## config.mk

```make
export PLATFORM = sky130hd
export DESIGN_NAME = int_sched
export DESIGN_NICKNAME = d
export VERILOG_FILES = /design/src/rtl/int_sched.sv
export SDC_FILE = /design/constraint.sdc
export NUM_CORES = 1
export LEC_CHECK = 0
export BUFFER_PORTS_ARGS = -buffer_cell sky130_fd_sc_hd__buf_2
export CORE_ASPECT_RATIO = 2
export CORE_MARGIN = 4
export CORE_UTILIZATION = 45
export CTS_CLUSTER_SIZE = 25
export DETAILED_ROUTE_END_ITERATION = 6
export PLACE_DENSITY = 0.69
export SETUP_SLACK_MARGIN = 0.1
export SYNTH_ARGS = -nofsm -noshare
export SYNTH_HDL_FRONTEND = slang
export SYNTH_SLANG_ARGS = --single-unit
```

## constraint.sdc

```tcl
create_clock -name clk -period 4.3 [get_ports clk]
set_input_delay 0.43 -clock clk [delete_from_list [all_inputs] [get_ports clk]]
set_output_delay 0.43 -clock clk [all_outputs]
set_load 0.1 [all_outputs]
```

## src/rtl/int_sched.sv

```systemverilog
// int_sched: two-channel gate-pulse scheduler with round-robin grants, holdoff and overcurrent skip.
// Optional macro DUTY_LIMIT_EN stretches holdoff to at least the preceding pulse width.
module int_sched #(
    parameter int CLK_MHZ      = 100,
    parameter int HOLDOFF_US   = 20,
    parameter int SKIP_CNT_MAX = 3
) (
    input  logic       clk,
    input  logic       rst,
    input  logic       req_a,
    input  logic       req_b,
    input  logic [7:0] pw_a,
    input  logic [7:0] pw_b,
    input  logic       ocd,
    output logic       int_out,
    output logic       grant_a,
    output logic       grant_b,
    output logic       active_ch,
    output logic       fault
);
    localparam int CNT_W  = $clog2(255 * CLK_MHZ + 1);
    localparam int SKIP_W = (SKIP_CNT_MAX < 1) ? 1 : $clog2(SKIP_CNT_MAX + 1);

    localparam logic [1:0] S_IDLE    = 2'd0;
    localparam logic [1:0] S_ON      = 2'd1;
    localparam logic [1:0] S_HOLDOFF = 2'd2;
    localparam logic [1:0] S_FAULT   = 2'd3;

    localparam logic [CNT_W-1:0]  CNT_ZERO    = {CNT_W{1'b0}};
    localparam logic [CNT_W-1:0]  CNT_ONE     = CNT_W'(1);
    localparam logic [CNT_W-1:0]  CLK_C       = CNT_W'(CLK_MHZ);
    localparam logic [CNT_W-1:0]  HOLD_CYC    = CNT_W'(HOLDOFF_US * CLK_MHZ);
    localparam logic [SKIP_W-1:0] SKIP_ZERO   = {SKIP_W{1'b0}};
    localparam logic [SKIP_W-1:0] SKIP_ONE    = SKIP_W'(1);
    localparam logic [SKIP_W-1:0] SKIP_RELOAD = SKIP_W'(SKIP_CNT_MAX);
`ifdef DUTY_LIMIT_EN
    localparam logic [7:0]        HOLD_US8    = 8'(HOLDOFF_US);
`endif

    logic [1:0]        state_q, state_d;
    logic [CNT_W-1:0]  cnt_q, cnt_d;
    logic [SKIP_W-1:0] skip_cnt_q, skip_cnt_d;
    logic              req_a_q, req_a_d, req_b_q, req_b_d;
    logic              pend_a_q, pend_a_d, pend_b_q, pend_b_d;
    logic              grant_a_q, grant_a_d, grant_b_q, grant_b_d;
    logic              on_q, on_d;
    logic              active_ch_q, active_ch_d;
    logic              fault_q, fault_d;
`ifdef DUTY_LIMIT_EN
    logic [7:0]        pw_q, pw_d;
`endif

    logic              rise_a, rise_b, pick_a, pick_b;
    logic [7:0]        sel_pw;
    logic [CNT_W-1:0]  hold_len;

    // Request edges and round-robin choice; active_ch_q doubles as the last-granted channel.
    always_comb begin
        rise_a = req_a & ~req_a_q;
        rise_b = req_b & ~req_b_q;
        pick_a = pend_a_q & (~pend_b_q | active_ch_q);
        pick_b = pend_b_q & ~pick_a;
        sel_pw = pick_a ? pw_a : pw_b;
    end

    // Holdoff length, optionally stretched to the preceding pulse width.
    always_comb begin
`ifdef DUTY_LIMIT_EN
        if (pw_q > HOLD_US8) begin
            hold_len = CNT_W'(pw_q) * CLK_C;
        end else begin
            hold_len = HOLD_CYC;
        end
`else
        hold_len = HOLD_CYC;
`endif
    end

    // Next-state logic; ocd overrides every state and aborts any grant.
    always_comb begin
        state_d     = state_q;
        cnt_d       = cnt_q;
        skip_cnt_d  = skip_cnt_q;
        on_d        = on_q;
        active_ch_d = active_ch_q;
        grant_a_d   = 1'b0;
        grant_b_d   = 1'b0;
        req_a_d     = req_a;
        req_b_d     = req_b;
`ifdef DUTY_LIMIT_EN
        pw_d        = pw_q;
`endif
        if (ocd) begin
            state_d    = S_FAULT;
            skip_cnt_d = SKIP_RELOAD;
            on_d       = 1'b0;
            cnt_d      = CNT_ZERO;
        end else begin
            case (state_q)
                S_IDLE: begin
                    if (pick_a | pick_b) begin
                        grant_a_d   = pick_a;
                        grant_b_d   = pick_b;
                        active_ch_d = pick_b;
                        if (sel_pw != 8'd0) begin
                            state_d = S_ON;
                            on_d    = 1'b1;
                            cnt_d   = (CNT_W'(sel_pw) * CLK_C) - CNT_ONE;
`ifdef DUTY_LIMIT_EN
                            pw_d    = sel_pw;
`endif
                        end else begin
                            state_d = S_IDLE;
                        end
                    end else begin
                        state_d = S_IDLE;
                    end
                end
                S_ON: begin
                    if (cnt_q == CNT_ZERO) begin
                        state_d = S_HOLDOFF;
                        on_d    = 1'b0;
                        cnt_d   = hold_len - CNT_ONE;
                    end else begin
                        cnt_d = cnt_q - CNT_ONE;
                    end
                end
                S_HOLDOFF: begin
                    if (cnt_q == CNT_ZERO) begin
                        state_d = S_IDLE;
                    end else begin
                        cnt_d = cnt_q - CNT_ONE;
                    end
                end
                S_FAULT: begin
                    // Grants here only burn requests until the skip budget is spent.
                    if (skip_cnt_q == SKIP_ZERO) begin
                        state_d = S_HOLDOFF;
                        cnt_d   = hold_len - CNT_ONE;
                    end else if (pick_a | pick_b) begin
                        grant_a_d   = pick_a;
                        grant_b_d   = pick_b;
                        active_ch_d = pick_b;
                        skip_cnt_d  = skip_cnt_q - SKIP_ONE;
                    end else begin
                        state_d = S_FAULT;
                    end
                end
                default: begin
                    state_d = S_IDLE;
                    on_d    = 1'b0;
                    cnt_d   = CNT_ZERO;
                end
            endcase
        end
        pend_a_d = rise_a | (pend_a_q & ~grant_a_d);
        pend_b_d = rise_b | (pend_b_q & ~grant_b_d);
        fault_d  = (state_d == S_FAULT);
    end

    // State and output registers.
    always_ff @(posedge clk or posedge rst) begin
        if (rst) begin
            state_q     <= S_IDLE;
            cnt_q       <= CNT_ZERO;
            skip_cnt_q  <= SKIP_RELOAD;
            req_a_q     <= 1'b0;
            req_b_q     <= 1'b0;
            pend_a_q    <= 1'b0;
            pend_b_q    <= 1'b0;
            grant_a_q   <= 1'b0;
            grant_b_q   <= 1'b0;
            on_q        <= 1'b0;
            active_ch_q <= 1'b1;
            fault_q     <= 1'b0;
`ifdef DUTY_LIMIT_EN
            pw_q        <= 8'd0;
`endif
        end else begin
            state_q     <= state_d;
            cnt_q       <= cnt_d;
            skip_cnt_q  <= skip_cnt_d;
            req_a_q     <= req_a_d;
            req_b_q     <= req_b_d;
            pend_a_q    <= pend_a_d;
            pend_b_q    <= pend_b_d;
            grant_a_q   <= grant_a_d;
            grant_b_q   <= grant_b_d;
            on_q        <= on_d;
            active_ch_q <= active_ch_d;
            fault_q     <= fault_d;
`ifdef DUTY_LIMIT_EN
            pw_q        <= pw_d;
`endif
        end
    end

    assign int_out   = on_q & ~ocd;
    assign grant_a   = grant_a_q;
    assign grant_b   = grant_b_q;
    assign active_ch = active_ch_q;
    assign fault     = fault_q;

endmodule

```

==> run metrics, run 1 <==
status complete, but fails checks; failing checks setup timing; Synthesis Warnings 0; simple-gate share of the synthesized area 18.0%; die height 118 um; H-Tree Depth 1; die extent in x 62.8 um; Routed Antenna Nets 0; maxcap violations 0; final setup margin -0.143 ns; Worst path slowest cell dfstp_4; max incr delay on CP 0.61 ns; Nets 413; pin count of the biggest net entering global routing 29; RSZ-0062 raised after global routing true; Tightest Pin Transition 1.10 ns; TNS Setup -0.143 ns; Post-route DRC 0; Final Instance Count excl. Fillers 410; layout cell share with drive strength beyond 1 22.1%; Final Skew 0.00521 ns; initial antenna violation count 0; Initial Utilization 47.0%; first-pass GRT wire length 11700 um; Port Buffers 25; TritonRoute pass-1 iters 4; XOR/XNOR share of the synthesized area 8.09%; First DRT Iteration DRCs 97; crit path max fanout 4; ys async rst share 100%; grt ovf 0; Synth cell types 60; final WL 6860 um; Final Cycle Share 103%; final setup vio count 1; post-synthesis to final-layout area growth 19.1%; worst rel slew slack 26.3%; Post-synth EDFFs 0; CTS Buf Count 3; Tmin final 4.44 ns; CTS tree done; Vias 2410; Adder-Cell Fraction of Synth Area 20.3%; Crit Path Category flip-flop to flip-flop; synthesized cell area 0.00271 mm^2; Max Slew Vio Count 0; # IOs 26; Sink Count 28; die footprint 0.00739 mm^2; Reg clk slew, reported paths 0.07 ns; core area 0.00576 mm^2; WL per Instance 16.7 um; most frequent CP cell ha_4; Arr. time, crit path 4.62 ns; # fillers 549; Hold WC Path Type input port to flip-flop; f_max 225 MHz; vias in the first global route 2534; vias per cell 5.88; Hold-fix buffers, CTS 0; number of synthesized register bits 28; Total GRT Usage 19.6%; Gate Count Post-Synth 312; Min Hold Slack 0.275 ns; num rows 39; Synth Area in Compound Gates 19.2%; Clock Path Buffers 2; Worst R2R Setup Slack -0.14 ns; syn nets 375; CP Launch Type flip-flop; sequential area share after synthesis 26.0%; largest family of logic cells by synthesized area adder cells; Fin. Hold Viols 0; dpl hpwl 5530 um; most common flop cell mapped by yosys dfrtp_1; RD Place Congestion 0.809; placed cell count 406; placed cell areas 0.00306 mm^2; post-synthesis mux area share 2.82%; Data required, critical path 4.47 ns; Ant. Diodes 0; endpoint type of the worst setup path flip-flop; final instance area 0.00322 mm^2; root buf cell clkbuf_16; worst skew pair latency 0.27 ns; critical path cell sequence nand2b_4 > and2_4 > mux2_4 > ha_4 > ha_4 > fa_2 > ha_4 > a21o_1 > o211a_1 > or3_4 > a2111o_1 > nor4_4 > xnor2_1 > xnor2_1 > a311oi_2; syn_area_per_cell 8.67 um^2
[cell families after synthesis]
group / Yosys count
xor gates and xnor gates: 25
buffers and inverters: 38
AOI/OAI and AO/OA: 76
adders and majority gates: 42
DFF: 28
and+or+nand+nor: 96
muxes: 7
[per-layer routing]
metal / routed length [um] / part of all wire, % / global-route usage, % / vias to the layer above
met2: 3900 / 57 / 38.8 / 66
met4: 322 / 4.7 / 11.6 / 0
met1: 2490 / 36 / 19.1 / 1132
met5: 0 / 0 / 0 / -
met3: 146 / 2.1 / 1.15 / 30
li1: - / - / - / 1182
[worst paths after layout]
check,cells after the start,startpoint,end
worst max-delay path,15,active_ch,cnt_q[14]
worst min-delay path,1,req_a,req_a_q
worst max register to register,15,active_ch,cnt_q[14]
worst min register to register,1,req_a_q,pend_a_q
max in group asynchronous,2,rst,cnt_q[0]
min in group asynchronous,2,rst,state_q[1]
[synth_stat cells, types with 2 or more instances]
library cell	count	area, um^2
xor2_1	12	105
dfstp_2	3	78.8
mux2i_1	4	40.0
o211ai_1	3	22.5
nor2_1	28	105
nor2b_1	3	18.8
nand3_1	6	30.0
clkbuf_1	3	11.3
o311a_1	2	20.0
fa_1	3	60.1
o22ai_1	2	12.5
nor3_1	7	35.0
inv_1	32	120
a22o_1	4	35.0
nor4_1	5	31.3
o32ai_1	2	17.5
or2_2	4	25.0
or3_1	4	25.0
dfrtp_1	25	626
buf_2	2	10.0
a31oi_1	2	12.5
and2_1	2	12.5
ha_1	39	488
nand2_1	23	86.3
o21ai_0	22	110
or4_4	2	22.5
a32o_1	7	70.1
a21o_1	3	22.5
a21boi_0	2	15.0
mux2_2	2	22.5
a21oi_1	13	65.1
xnor2_1	13	114
[what timing repair did]
item / 4_1_cts / 5_1_grt
setup endpoints to repair: 1 / 5
buffers inserted: 0 / 0
resized for setup: 0 / 9
pin swaps: 0 / 0
[per-stage QoR]
stage | utilization, % | setup slack, ns
after floorplan | - | -0.191
after global placement | 53.2 | 0.0265
after detailed placement | 53.2 | -0.110
after CTS | 55.0 | -0.212
after global routing | 56.0 | -0.334
final | 56.0 | -0.143
[critical path, delay by kind of cell (launching register included)]
family	cells	cell delay, ns
AOI/OAI and AO/OA	4	1.09
xor gates and xnor gates	2	0.26
adders and majority gates	4	1.25
DFF	1	0.61
muxes	1	0.32
and+or+nand+nor	4	0.83
[cell type report]
| type | instances | area, um^2 | area share [%] |
|---|---|---|---|
| multi-input combinational | 246 | 1980 | 61.5 |
| sequential | 28 | 708 | 22.0 |
| timing repair buffer | 39 | 230 | 7.15 |
| inverter | 32 | 120 | 3.73 |
| tap | 61 | 76.3 | 2.37 |
| clock buffer | 3 | 75.1 | 2.33 |
| clock inverter | 1 | 30.0 | 0.932 |
[sequential cells by signal, summed over array words and instances (netlist names)]
| name | count |
|---|---|
| cnt_q | 15 |
| skip_cnt_q | 2 |
| state_q | 2 |
| active_ch | 1 |
| fault | 1 |
| grant_a | 1 |
| grant_b | 1 |
| on_q | 1 |
| pend_a_q | 1 |
| pend_b_q | 1 |
| req_a_q | 1 |
| req_b_q | 1 |
[placed cells by master (no fill, tap or decap), drive strengths merged, types with 2 or more instances in the layout]
| master | n |
|---|---|
| a22o | 4 |
| clkbuf | 3 |
| xor2 | 12 |
| a21oi | 14 |
| a21boi | 3 |
| o32ai | 2 |
| nor2 | 29 |
| o211ai | 3 |
| a31oi | 2 |
| nand2 | 24 |
| o22ai | 2 |
| or2 | 4 |
| o311a | 2 |
| and2 | 3 |
| nor3 | 8 |
| nor2b | 3 |
| mux2 | 2 |
| dfrtp | 25 |
| or3 | 5 |
| or4 | 3 |
| fa | 3 |
| o21ai | 23 |
| a21o | 4 |
| inv | 32 |
| nor4 | 6 |
| buf | 39 |
| ha | 39 |
| dfstp | 3 |
| xnor2 | 13 |
| nand3 | 7 |
| a32o | 7 |
| mux2i | 5 |
Power of run 1 is not shown: default switching activity piles up to over one toggle a cycle in this logic, so the estimate is an artifact.
==> run 2: changes to the inputs <==
--- a/config.mk
+++ b/config.mk
@@ -12,6 +12,7 @@
 export CTS_CLUSTER_SIZE = 25
 export DETAILED_ROUTE_END_ITERATION = 6
 export PLACE_DENSITY = 0.69
+export REMOVE_ABC_BUFFERS = 1
 export SETUP_SLACK_MARGIN = 0.1
 export SYNTH_ARGS = -nofsm -noshare
 export SYNTH_HDL_FRONTEND = slang
==> run metrics, run 2 (synthesis gave the netlist of run 1 again) <==
status complete, but fails checks; failing checks setup timing; most frequent CP cell ha_4; RD Place Congestion 0.834; final setup margin -0.152 ns; core area 0.00576 mm^2; endpoint type of the worst setup path flip-flop; Crit Path Category flip-flop to flip-flop; Total GRT Usage 21.4%; grt ovf 0; Initial Utilization 47.0%; max FFs per register 15; pre-CTS WS -0.312 ns; num rows 39; die footprint 0.00739 mm^2; maxcap violations 0; RSZ-0062 raised after global routing true; commonest cells after routing, fill and taps aside 33 x buf_4, 28 x nor2_1, 27 x ha_1, 26 x inv_1; Reg clk slew, reported paths 0.07 ns; Largest regs cnt_q (15), skip_cnt_q (2), state_q (2); Hold-fix buffers, CTS 0; Worst path slowest cell dfstp_2; Global Route met3 Usage 1.53%; hold path start req_a; Max Slew Vio Count 0; Routed Antenna Nets 0; root buf cell clkbuf_16; pin count of the biggest net entering global routing 29; GRT met1 Usage 20.8%; worst rel slew slack 27.2%; TritonRoute pass-1 iters 4; Clock Path Buffers 2; Data required, critical path 4.48 ns; Fin. Hold Viols 0; commonest non-fill, non-tap cell in the layout buf_4; CP Launch Type flip-flop; f_max 225 MHz; H-Tree Depth 1; Core Util, Final 62.2%; CTS Buf Count 3; # IOs 26; Tightest Pin Transition 1.09 ns; final WL 7890 um; post-synthesis to final-layout area growth 32.3%; FF-to-FF path depth 18; worst skew pair latency 0.27 ns; met2 Use GR 42.2%; Worst R2R Setup Slack -0.15 ns; most flop-heavy register cnt_q; layout cell share with drive strength beyond 1 33.3%; Final Cycle Share 104%; Port Buffers 25; most used routing layer met2; Post-route DRC 0; Arr. time, crit path 4.63 ns; Final Skew 0.00360 ns; First DRT Iteration DRCs 154; Final Instance Count excl. Fillers 433; Ant. Diodes 0; placed cell count 425; worst hold endpoint req_a_q; Min Hold Slack 0.274 ns; final setup vio count 1; Nets 436; hold path cells 1; Sink Count 28; Tmin final 4.45 ns; WL per Instance 18.2 um; CTS tree done; critical path cell sequence nand2b_4 > buf_6 > nand2_4 > buf_6 > mux2i_4 > inv_1 > ha_4 > ha_4 > fa_1 > ha_4 > a21o_1 > o211a_1 > or3_4 > a2111o_1 > nor4_4 > xnor2_1 > xnor2_1 > a311oi_1; first-pass GRT wire length 12700 um; worst reg2reg path endpoint cnt_q[14]; worst r2r src active_ch; Hold WC Path Type input port to flip-flop; dpl hpwl 5720 um; die extent in x 62.8 um; max incr delay on CP 0.53 ns; vias per cell 5.95; die height 118 um; crit path max fanout 3; vias in the first global route 2760; initial antenna violation count 0; Vias 2575
## run 2: per-stage QoR
| stage | instance area (um^2) | TNS (ns) |
|---|---|---|
| 3_3_place_gp | 3130 | -0.231 |
| 2_1_floorplan | 2680 | -1.08 |
| 4_1_cts | 3420 | -0.0566 |
| 5_1_grt | 3580 | -0.300 |
| 3_5_place_dp | 3130 | -0.419 |
| 6_report | 3580 | -0.152 |
## run 2: critical path, delay by kind of cell, from the launching register on
family	cells	cell delay (ns)
xor+xnor	2	0.32
compound gates	4	1.10
flops	1	0.53
fa+ha+maj	4	1.17
simple gates	4	0.70
mux	1	0.18
buf+inv	3	0.35
## run 2: timing repair
item / 4_1_cts / 5_1_grt
pin swaps: 14 / 11
gates resized for setup: 29 / 30
buffers inserted: 2 / 2
setup endpoints to repair: 5 / 5
## run 2: area by class of cell
cell class,count,area (um^2)
Fill cell,483,2180
Multi-Input combinational cell,246,2160
Sequential cell,28,704
Timing Repair Buffer,62,418
Inverter,32,120
Tap cell,61,76.3
Clock buffer,3,75.1
Clock inverter,1,30.0
## run 2: worst max path at each step
stage,startpoint,to,slack (ns),depth (start not counted)
2_1_floorplan,active_ch,cnt_q[14],-0.68,16
3_3_place_gp,active_ch,cnt_q[14],-0.21,15
3_5_place_dp,active_ch,cnt_q[14],-0.31,18
4_1_cts,active_ch,cnt_q[14],-0.06,19
5_1_grt,active_ch,cnt_q[14],-0.30,18
6_report,active_ch,cnt_q[14],-0.15,18
## run 2: routing by layer
| metal | part of all wire, % | vias to the layer above |
|---|---|---|
| met4 | 4.4 | 0 |
| met3 | 2.4 | 25 |
| met2 | 60 | 66 |
| met5 | 0 | - |
| met1 | 33 | 1253 |
| li1 | - | 1231 |
Power of run 2 is left out for the same reason.
